### src/rtl/axi_4_lite_mst_if.sv
// AXI4-Lite address/data/response channel bundle between an initiator and a target.
`ifndef C_AXI_ADDR_WIDTH
`define C_AXI_ADDR_WIDTH 32
`endif
`ifndef C_AXI_DATA_WIDTH
`define C_AXI_DATA_WIDTH 32
`endif
`ifndef C_AXI_STROBE_WIDTH
`define C_AXI_STROBE_WIDTH (`C_AXI_DATA_WIDTH/8)
`endif

interface axi_4_lite_mst_if #(
    parameter int AW = `C_AXI_ADDR_WIDTH,
    parameter int DW = `C_AXI_DATA_WIDTH,
    parameter int SW = `C_AXI_STROBE_WIDTH
);
    logic          M_AXI_AWVALID;
    logic          M_AXI_AWREADY;
    logic [AW-1:0] M_AXI_AWADDR;
    logic [2:0]    M_AXI_AWPROT;
    logic          M_AXI_WVALID;
    logic          M_AXI_WREADY;
    logic [DW-1:0] M_AXI_WDATA;
    logic [SW-1:0] M_AXI_WSTRB;
    logic          M_AXI_BVALID;
    logic          M_AXI_BREADY;
    logic [1:0]    M_AXI_BRESP;
    logic          M_AXI_ARVALID;
    logic          M_AXI_ARREADY;
    logic [AW-1:0] M_AXI_ARADDR;
    logic [2:0]    M_AXI_ARPROT;
    logic          M_AXI_RVALID;
    logic          M_AXI_RREADY;
    logic [DW-1:0] M_AXI_RDATA;
    logic [1:0]    M_AXI_RRESP;

    modport master (
        output M_AXI_AWVALID, M_AXI_AWADDR, M_AXI_AWPROT,
        input  M_AXI_AWREADY,
        output M_AXI_WVALID, M_AXI_WDATA, M_AXI_WSTRB,
        input  M_AXI_WREADY,
        input  M_AXI_BVALID, M_AXI_BRESP,
        output M_AXI_BREADY,
        output M_AXI_ARVALID, M_AXI_ARADDR, M_AXI_ARPROT,
        input  M_AXI_ARREADY,
        input  M_AXI_RVALID, M_AXI_RDATA, M_AXI_RRESP,
        output M_AXI_RREADY
    );

    modport slave (
        input  M_AXI_AWVALID, M_AXI_AWADDR, M_AXI_AWPROT,
        output M_AXI_AWREADY,
        input  M_AXI_WVALID, M_AXI_WDATA, M_AXI_WSTRB,
        output M_AXI_WREADY,
        output M_AXI_BVALID, M_AXI_BRESP,
        input  M_AXI_BREADY,
        input  M_AXI_ARVALID, M_AXI_ARADDR, M_AXI_ARPROT,
        output M_AXI_ARREADY,
        output M_AXI_RVALID, M_AXI_RDATA, M_AXI_RRESP,
        input  M_AXI_RREADY
    );
endinterface

### src/rtl/axi_4_lite_mst.sv
// AXI4-Lite initiator: one outstanding single-word read or write per user command,
// with a sticky watchdog flag for targets that stall in any channel phase.
`ifndef C_AXI_ADDR_WIDTH
`define C_AXI_ADDR_WIDTH 32
`endif
`ifndef C_AXI_DATA_WIDTH
`define C_AXI_DATA_WIDTH 32
`endif
`ifndef C_AXI_STROBE_WIDTH
`define C_AXI_STROBE_WIDTH (`C_AXI_DATA_WIDTH/8)
`endif

module axi_4_lite_mst #(
    parameter int RESP_TIMEOUT_CYCLES = 256,
    localparam int AW = `C_AXI_ADDR_WIDTH,
    localparam int DW = `C_AXI_DATA_WIDTH,
    localparam int SW = `C_AXI_STROBE_WIDTH
) (
    input  logic          S_AXI_ACLK,
    input  logic          S_AXI_ARESETN,
    input  logic          CMD_VALID,
    output logic          CMD_READY,
    input  logic          CMD_WRITE,
    input  logic [AW-1:0] CMD_ADDR,
    input  logic [DW-1:0] CMD_WDATA,
    input  logic [SW-1:0] CMD_WSTRB,
    output logic          RSP_VALID,
    output logic [1:0]    RSP_RESP,
    output logic [DW-1:0] RSP_RDATA,
    output logic          ERR_TIMEOUT,
    axi_4_lite_mst_if.master m_axi,
    output logic [2:0]    DEB_STATE
);

    typedef enum logic [2:0] {
        IDLE    = 3'd0,
        WR_REQ  = 3'd1,
        WR_RESP = 3'd2,
        RD_REQ  = 3'd3,
        RD_RESP = 3'd4
    } state_t;

    localparam logic [15:0] TMO = 16'(RESP_TIMEOUT_CYCLES);

    state_t      state;
    logic [15:0] wdog_cnt;
    logic        aw_done;
    logic        w_done;

    // A channel counts as done if its handshake already happened or happens this cycle.
    assign aw_done   = !m_axi.M_AXI_AWVALID || m_axi.M_AXI_AWREADY;
    assign w_done    = !m_axi.M_AXI_WVALID  || m_axi.M_AXI_WREADY;
    assign CMD_READY = (state == IDLE);
    assign DEB_STATE = state;

    assign m_axi.M_AXI_AWPROT = 3'b000;
    assign m_axi.M_AXI_ARPROT = 3'b000;

    always_ff @(posedge S_AXI_ACLK or negedge S_AXI_ARESETN) begin
        if (!S_AXI_ARESETN) begin
            state               <= IDLE;
            m_axi.M_AXI_AWVALID <= 1'b0;
            m_axi.M_AXI_AWADDR  <= '0;
            m_axi.M_AXI_WVALID  <= 1'b0;
            m_axi.M_AXI_WDATA   <= '0;
            m_axi.M_AXI_WSTRB   <= '0;
            m_axi.M_AXI_BREADY  <= 1'b0;
            m_axi.M_AXI_ARVALID <= 1'b0;
            m_axi.M_AXI_ARADDR  <= '0;
            m_axi.M_AXI_RREADY  <= 1'b0;
            RSP_VALID           <= 1'b0;
            RSP_RESP            <= 2'b00;
            RSP_RDATA           <= '0;
            ERR_TIMEOUT         <= 1'b0;
            wdog_cnt            <= 16'd0;
        end else begin
            RSP_VALID <= 1'b0;

            // Watchdog only flags; the transaction keeps waiting for the target.
            if (state != IDLE) begin
                if (wdog_cnt != 16'hFFFF)
                    wdog_cnt <= wdog_cnt + 16'd1;
                if (TMO != 16'd0 && wdog_cnt == TMO - 16'd1)
                    ERR_TIMEOUT <= 1'b1;
            end

            case (state)
                IDLE: begin
                    wdog_cnt <= 16'd0;
                    if (CMD_VALID) begin
                        ERR_TIMEOUT <= 1'b0;
                        if (CMD_WRITE) begin
                            m_axi.M_AXI_AWADDR  <= CMD_ADDR;
                            m_axi.M_AXI_AWVALID <= 1'b1;
                            m_axi.M_AXI_WDATA   <= CMD_WDATA;
                            m_axi.M_AXI_WSTRB   <= CMD_WSTRB;
                            m_axi.M_AXI_WVALID  <= 1'b1;
                            state               <= WR_REQ;
                        end else begin
                            m_axi.M_AXI_ARADDR  <= CMD_ADDR;
                            m_axi.M_AXI_ARVALID <= 1'b1;
                            state               <= RD_REQ;
                        end
                    end
                end
                WR_REQ: begin
                    if (m_axi.M_AXI_AWREADY)
                        m_axi.M_AXI_AWVALID <= 1'b0;
                    if (m_axi.M_AXI_WREADY)
                        m_axi.M_AXI_WVALID <= 1'b0;
                    if (aw_done && w_done) begin
                        m_axi.M_AXI_BREADY <= 1'b1;
                        state              <= WR_RESP;
                        wdog_cnt           <= 16'd0;
                    end
                end
                WR_RESP: begin
                    if (m_axi.M_AXI_BVALID) begin
                        m_axi.M_AXI_BREADY <= 1'b0;
                        RSP_RESP           <= m_axi.M_AXI_BRESP;
                        RSP_VALID          <= 1'b1;
                        state              <= IDLE;
                        wdog_cnt           <= 16'd0;
                    end
                end
                RD_REQ: begin
                    if (m_axi.M_AXI_ARREADY) begin
                        m_axi.M_AXI_ARVALID <= 1'b0;
                        m_axi.M_AXI_RREADY  <= 1'b1;
                        state               <= RD_RESP;
                        wdog_cnt            <= 16'd0;
                    end
                end
                RD_RESP: begin
                    if (m_axi.M_AXI_RVALID) begin
                        m_axi.M_AXI_RREADY <= 1'b0;
                        RSP_RDATA          <= m_axi.M_AXI_RDATA;
                        RSP_RESP           <= m_axi.M_AXI_RRESP;
                        RSP_VALID          <= 1'b1;
                        state              <= IDLE;
                        wdog_cnt           <= 16'd0;
                    end
                end
                default: state <= IDLE;
            endcase
        end
    end

endmodule

### src/flat_wrapper.sv
// flat-port wrapper written by rule: the top's interface ports become plain ports
module axi_4_lite_mst_flat 
#(
    parameter int RESP_TIMEOUT_CYCLES = 256,
    localparam int AW = `C_AXI_ADDR_WIDTH,
    localparam int DW = `C_AXI_DATA_WIDTH,
    localparam int SW = `C_AXI_STROBE_WIDTH
)
  (S_AXI_ACLK, S_AXI_ARESETN, CMD_VALID, CMD_READY, CMD_WRITE, CMD_ADDR, CMD_WDATA, CMD_WSTRB, RSP_VALID, RSP_RESP, RSP_RDATA, ERR_TIMEOUT, DEB_STATE, m_axi_M_AXI_AWVALID, m_axi_M_AXI_AWADDR, m_axi_M_AXI_AWPROT, m_axi_M_AXI_AWREADY, m_axi_M_AXI_WVALID, m_axi_M_AXI_WDATA, m_axi_M_AXI_WSTRB, m_axi_M_AXI_WREADY, m_axi_M_AXI_BVALID, m_axi_M_AXI_BRESP, m_axi_M_AXI_BREADY, m_axi_M_AXI_ARVALID, m_axi_M_AXI_ARADDR, m_axi_M_AXI_ARPROT, m_axi_M_AXI_ARREADY, m_axi_M_AXI_RVALID, m_axi_M_AXI_RDATA, m_axi_M_AXI_RRESP, m_axi_M_AXI_RREADY);
  axi_4_lite_mst_if m_axi_i ();
  input  logic S_AXI_ACLK;
  input  logic S_AXI_ARESETN;
  input  logic CMD_VALID;
  output logic CMD_READY;
  input  logic CMD_WRITE;
  input  logic [AW-1:0] CMD_ADDR;
  input  logic [DW-1:0] CMD_WDATA;
  input  logic [SW-1:0] CMD_WSTRB;
  output logic RSP_VALID;
  output logic [1:0] RSP_RESP;
  output logic [DW-1:0] RSP_RDATA;
  output logic ERR_TIMEOUT;
  output logic [2:0] DEB_STATE;
  output wire logic [$bits(m_axi_i.M_AXI_AWVALID)-1:0] m_axi_M_AXI_AWVALID;
  output wire logic [$bits(m_axi_i.M_AXI_AWADDR)-1:0] m_axi_M_AXI_AWADDR;
  output wire logic [$bits(m_axi_i.M_AXI_AWPROT)-1:0] m_axi_M_AXI_AWPROT;
  input wire logic [$bits(m_axi_i.M_AXI_AWREADY)-1:0] m_axi_M_AXI_AWREADY;
  output wire logic [$bits(m_axi_i.M_AXI_WVALID)-1:0] m_axi_M_AXI_WVALID;
  output wire logic [$bits(m_axi_i.M_AXI_WDATA)-1:0] m_axi_M_AXI_WDATA;
  output wire logic [$bits(m_axi_i.M_AXI_WSTRB)-1:0] m_axi_M_AXI_WSTRB;
  input wire logic [$bits(m_axi_i.M_AXI_WREADY)-1:0] m_axi_M_AXI_WREADY;
  input wire logic [$bits(m_axi_i.M_AXI_BVALID)-1:0] m_axi_M_AXI_BVALID;
  input wire logic [$bits(m_axi_i.M_AXI_BRESP)-1:0] m_axi_M_AXI_BRESP;
  output wire logic [$bits(m_axi_i.M_AXI_BREADY)-1:0] m_axi_M_AXI_BREADY;
  output wire logic [$bits(m_axi_i.M_AXI_ARVALID)-1:0] m_axi_M_AXI_ARVALID;
  output wire logic [$bits(m_axi_i.M_AXI_ARADDR)-1:0] m_axi_M_AXI_ARADDR;
  output wire logic [$bits(m_axi_i.M_AXI_ARPROT)-1:0] m_axi_M_AXI_ARPROT;
  input wire logic [$bits(m_axi_i.M_AXI_ARREADY)-1:0] m_axi_M_AXI_ARREADY;
  input wire logic [$bits(m_axi_i.M_AXI_RVALID)-1:0] m_axi_M_AXI_RVALID;
  input wire logic [$bits(m_axi_i.M_AXI_RDATA)-1:0] m_axi_M_AXI_RDATA;
  input wire logic [$bits(m_axi_i.M_AXI_RRESP)-1:0] m_axi_M_AXI_RRESP;
  output wire logic [$bits(m_axi_i.M_AXI_RREADY)-1:0] m_axi_M_AXI_RREADY;
  assign m_axi_M_AXI_AWVALID = m_axi_i.M_AXI_AWVALID;
  assign m_axi_M_AXI_AWADDR = m_axi_i.M_AXI_AWADDR;
  assign m_axi_M_AXI_AWPROT = m_axi_i.M_AXI_AWPROT;
  assign m_axi_i.M_AXI_AWREADY = m_axi_M_AXI_AWREADY;
  assign m_axi_M_AXI_WVALID = m_axi_i.M_AXI_WVALID;
  assign m_axi_M_AXI_WDATA = m_axi_i.M_AXI_WDATA;
  assign m_axi_M_AXI_WSTRB = m_axi_i.M_AXI_WSTRB;
  assign m_axi_i.M_AXI_WREADY = m_axi_M_AXI_WREADY;
  assign m_axi_i.M_AXI_BVALID = m_axi_M_AXI_BVALID;
  assign m_axi_i.M_AXI_BRESP = m_axi_M_AXI_BRESP;
  assign m_axi_M_AXI_BREADY = m_axi_i.M_AXI_BREADY;
  assign m_axi_M_AXI_ARVALID = m_axi_i.M_AXI_ARVALID;
  assign m_axi_M_AXI_ARADDR = m_axi_i.M_AXI_ARADDR;
  assign m_axi_M_AXI_ARPROT = m_axi_i.M_AXI_ARPROT;
  assign m_axi_i.M_AXI_ARREADY = m_axi_M_AXI_ARREADY;
  assign m_axi_i.M_AXI_RVALID = m_axi_M_AXI_RVALID;
  assign m_axi_i.M_AXI_RDATA = m_axi_M_AXI_RDATA;
  assign m_axi_i.M_AXI_RRESP = m_axi_M_AXI_RRESP;
  assign m_axi_M_AXI_RREADY = m_axi_i.M_AXI_RREADY;
  axi_4_lite_mst #(.RESP_TIMEOUT_CYCLES(RESP_TIMEOUT_CYCLES)) u_core (.S_AXI_ACLK(S_AXI_ACLK), .S_AXI_ARESETN(S_AXI_ARESETN), .CMD_VALID(CMD_VALID), .CMD_READY(CMD_READY), .CMD_WRITE(CMD_WRITE), .CMD_ADDR(CMD_ADDR), .CMD_WDATA(CMD_WDATA), .CMD_WSTRB(CMD_WSTRB), .RSP_VALID(RSP_VALID), .RSP_RESP(RSP_RESP), .RSP_RDATA(RSP_RDATA), .ERR_TIMEOUT(ERR_TIMEOUT), .m_axi(m_axi_i), .DEB_STATE(DEB_STATE));
endmodule
### config.mk
export PLATFORM = sky130hd
export DESIGN_NAME = axi_4_lite_mst_flat
export DESIGN_NICKNAME = d
export VERILOG_FILES = /design/src/rtl/axi_4_lite_mst_if.sv /design/src/rtl/axi_4_lite_mst.sv /design/src/flat_wrapper.sv
export SDC_FILE = /design/constraint.sdc
export NUM_CORES = 1
export LEC_CHECK = 0
export ABC_AREA = 1
export BUFFER_PORTS_ARGS = -buffer_cell sky130_fd_sc_hd__buf_2
export CORE_MARGIN = 2
export CORE_UTILIZATION = 44
export DETAILED_ROUTE_END_ITERATION = 7
export GPL_TIMING_DRIVEN = 0
export PLACE_DENSITY = 0.76
export SKIP_CTS_REPAIR_TIMING = 1
export SLEW_MARGIN = 20
export SYNTH_ARGS = -nofsm -noshare
export SYNTH_HDL_FRONTEND = slang
export SYNTH_SLANG_ARGS = --single-unit
export TNS_END_PERCENT = 50
### constraint.sdc
create_clock -name S_AXI_ACLK -period 1.5 [get_ports S_AXI_ACLK]
set_input_delay 0.15 -clock S_AXI_ACLK [delete_from_list [all_inputs] [get_ports S_AXI_ACLK]]
set_output_delay 0.15 -clock S_AXI_ACLK [all_outputs]
set_load 0.005 [all_outputs]
==> reports/metrics.cfg <==
[status]
status=finished, violations left
violations=negative hold slack, negative setup slack

[critical_path]
cpMostUsedCell=nor2_4
critPathRequiredTime_ns=1.85
cp_cell_sequence=nor2_4 > nand2_2 > nor2_4 > inv_2 > or2_1 > buf_6 > buf_8 > clkbuf_16 > o21ai_2
reg2regPathDepth=9
r2r-start=u_core.DEB_STATE[1]$_DFFE_PN0P_
crit_buf_inv=4
start_kind=register
slowest_delay_ns=0.46
reg2reg_slack_ns=-0.25
cp_slowest_cell=dfrtp_2
crit_fanout=6
crit_family=simple AND/OR/NAND/NOR gates
worstSetupEndpointType=register
criticalPathCategory=register to register
timing.rr.end=u_core.m_axi.M_AXI_ARADDR[17]$_DFFE_PN0P_
cp.arrival_ns=2.10

[finish]
drive_above_1_share_pct=34.2
fin_cells=1340
fin_nets=1253
antenna_cells=0
fin_area_sq_mm=0.00995
post-route-util_pct=66.2
syn2layout_area_growth_pct=48.3

[placement]
post-dp-hpwl_um=12500
port_buffers=257
routabilityCongestion=0.844
dp.cells=1218
place_area_sq_mm=0.00830
place_ws_ns=-0.315

[yosys]
synth.most_common_cell=nand2_1
synth.area.top_cells=dfrtp_1, nand2_1, nand3_1, inv_1, o21ai_2
yosysWarnings=0
synth_top_cell_by_area=dfrtp_1
netlist_area_sq_mm=0.00671
synth_seq_cells=160
synth_top_area_share_pct=59.7
synth_area_per_cell_sq_um=8.75
synthFlopType=dfrtp_1
async_flop_share_pct=100
synth_edf_count=0
syn_inst=767
ys_top_cells_by_count=nand2_1, dfrtp_1, inv_1
ys_types=28
ys_seq_area_share_pct=59.7

[clock_tree]
path_clk_slew_ns=0.07
numCtsBuffers=17
clkSinkCount=160
cts_tree=yes
cts_buffer_depth=2
clk_latency_ns=0.42
h-tree-depth=4
root_buffer=clkbuf_16

[sta]
rsz0062_at_grt=true
setup_viol=147
period_share_pct=116
drv_slew=0
fin_skew_ns=0.00856
final.min_clock_period_ns=1.75
worst_slack_ns=-0.246
whs_ns=-0.0165
max_freq_mhz=573
hold_viol_final=13

[floorplanning]
die_area_sq_mm=0.0162
initial_core_util_pct=44.6
die_h_um=127
design.core.area_sq_mm=0.0150
die_x_um=127
ioPinCount=264
row_count=45

[worst_hold_path]
min_path_type=input pin to register
worstHoldStart=CMD_ADDR[22]
hold_depth=3
whs_endpoint=u_core.m_axi.M_AXI_ARADDR[22]$_DFFE_PN0P_

[job]
maxCapViolCount=0

[grt]
grtUsageTotal_pct=21.1
grt_pass1_wl_um=27300
antenna_found_initial=0
grt_max_degree=101
grt_pass1_vias=5678
grt.overflow.total=0

[routing]
drc=0
drt_iter0_drc=405
viasPerCell=4.91
num_vias=6575
wirelength_um=19900
antenna_left=0
wl_per_cell_um=14.9
first_pass_iters=5

[power_and_ir_drop]
powerDensity_mw_per_mm2=1770
peakVddDrop_mv=1.18
power_leakage_nw=5.45

## cell type report
cell class                      count  area [sq um]
Tap cell                          188           235
Multi-Input combinational cell    504          2310
Buffer                             41           334
Clock buffer                       18           429
Clock inverter                     14           155
Fill cell                        1106          5090
Sequential cell                   160          4010
Inverter                           66           250
Timing Repair Buffer              349          2220
## worst max-delay path by stage
| stage | to | depth (start not counted) | from |
|---|---|---|---|
| after floorplan | u_core.m_axi.M_AXI_ARADDR[24]$_DFFE_PN0P_ | 9 | u_core.DEB_STATE[0]$_DFFE_PN0P_ |
| after global placement | u_core.DEB_STATE[0]$_DFFE_PN0P_ | 1 | S_AXI_ARESETN |
| after detailed placement | u_core.wdog_cnt[4]$_DFF_PN0_ | 7 | u_core.wdog_cnt[0]$_DFF_PN0_ |
| after CTS | u_core.wdog_cnt[4]$_DFF_PN0_ | 7 | u_core.wdog_cnt[0]$_DFF_PN0_ |
| after global routing | u_core.m_axi.M_AXI_ARADDR[12]$_DFFE_PN0P_ | 9 | u_core.DEB_STATE[1]$_DFFE_PN0P_ |
| final | u_core.m_axi.M_AXI_ARADDR[17]$_DFFE_PN0P_ | 9 | u_core.DEB_STATE[1]$_DFFE_PN0P_ |
## power breakdown
group	internal, mW	switching, mW
Sequential	6.10	1.03
Combinational	2.89	3.25
Clock	2.48	1.83
Total	11.5	6.11
## cells by family (layout without fill, tap and decap cells)
logic type,after synthesis,in the layout,synth area share (%)
AOI/OAI and AO/OA,88,88,8.04
buffers and inverters,108,488,7.39
DFF,160,160,59.7
adders and majority gates,1,1,0.187
other,1,6,0.0559
and+or+nand+nor,409,409,24.6
## per-layer routing
layer | GRT usage [%] | share of wire [%]
met2 | 35.0 | 51
met5 | 0 | 0
met3 | 5.44 | 6.0
met4 | 7.18 | 2.9
met1 | 27.2 | 40
## sequential cells by signal, summed over array words and instances (netlist names)
| name | flops |
|---|---|
| u_core.DEB_STATE | 3 |
| u_core.RSP_RDATA | 32 |
| u_core.m_axi.M_AXI_ARVALID | 1 |
| u_core.RSP_VALID | 1 |
| u_core.m_axi.M_AXI_RREADY | 1 |
| u_core.RSP_RESP | 2 |
| u_core.m_axi.M_AXI_WDATA | 32 |
| u_core.ERR_TIMEOUT | 1 |
| u_core.m_axi.M_AXI_WVALID | 1 |
| u_core.m_axi.M_AXI_BREADY | 1 |
| u_core.m_axi.M_AXI_AWADDR | 32 |
| u_core.m_axi.M_AXI_WSTRB | 4 |
| u_core.wdog_cnt | 16 |
| u_core.m_axi.M_AXI_AWVALID | 1 |
| u_core.m_axi.M_AXI_ARADDR | 32 |
## per-stage QoR
stage               setup TNS, ns  power, mW
floorplan                  -0.716       9.84
global placement          -369.74       12.5
CTS                        -27.57       17.0
global route               -28.10       18.7
detailed placement         -25.94       12.6
finish                     -15.77       17.6
## tightest hold or removal path, cell delays in order
cell and delay (ns):
buf_2 0.09, inv_1 0.06, o21ai_1 0.06
## cells in the final DEF (no fill, tap or decap), types with 4 or more instances in the layout
cell type,n
nand2_1,289
buf_2,261
dfrtp_1,157
dlygate4sd3_1,74
inv_1,63
nand3_1,54
nor2_1,35
o21ai_0,34
buf_4,27
o21ai_2,23
clkbuf_16,18
a21oi_1,14
buf_6,12
o21ai_1,11
nand2_2,9
nor2_4,6
clkbuf_1,6
conb_1,6
clkbuf_4,5
nor2_2,4
nand4_1,4
clkinvlp_4,4
Note: power is estimated with default switching activity, not from simulation.
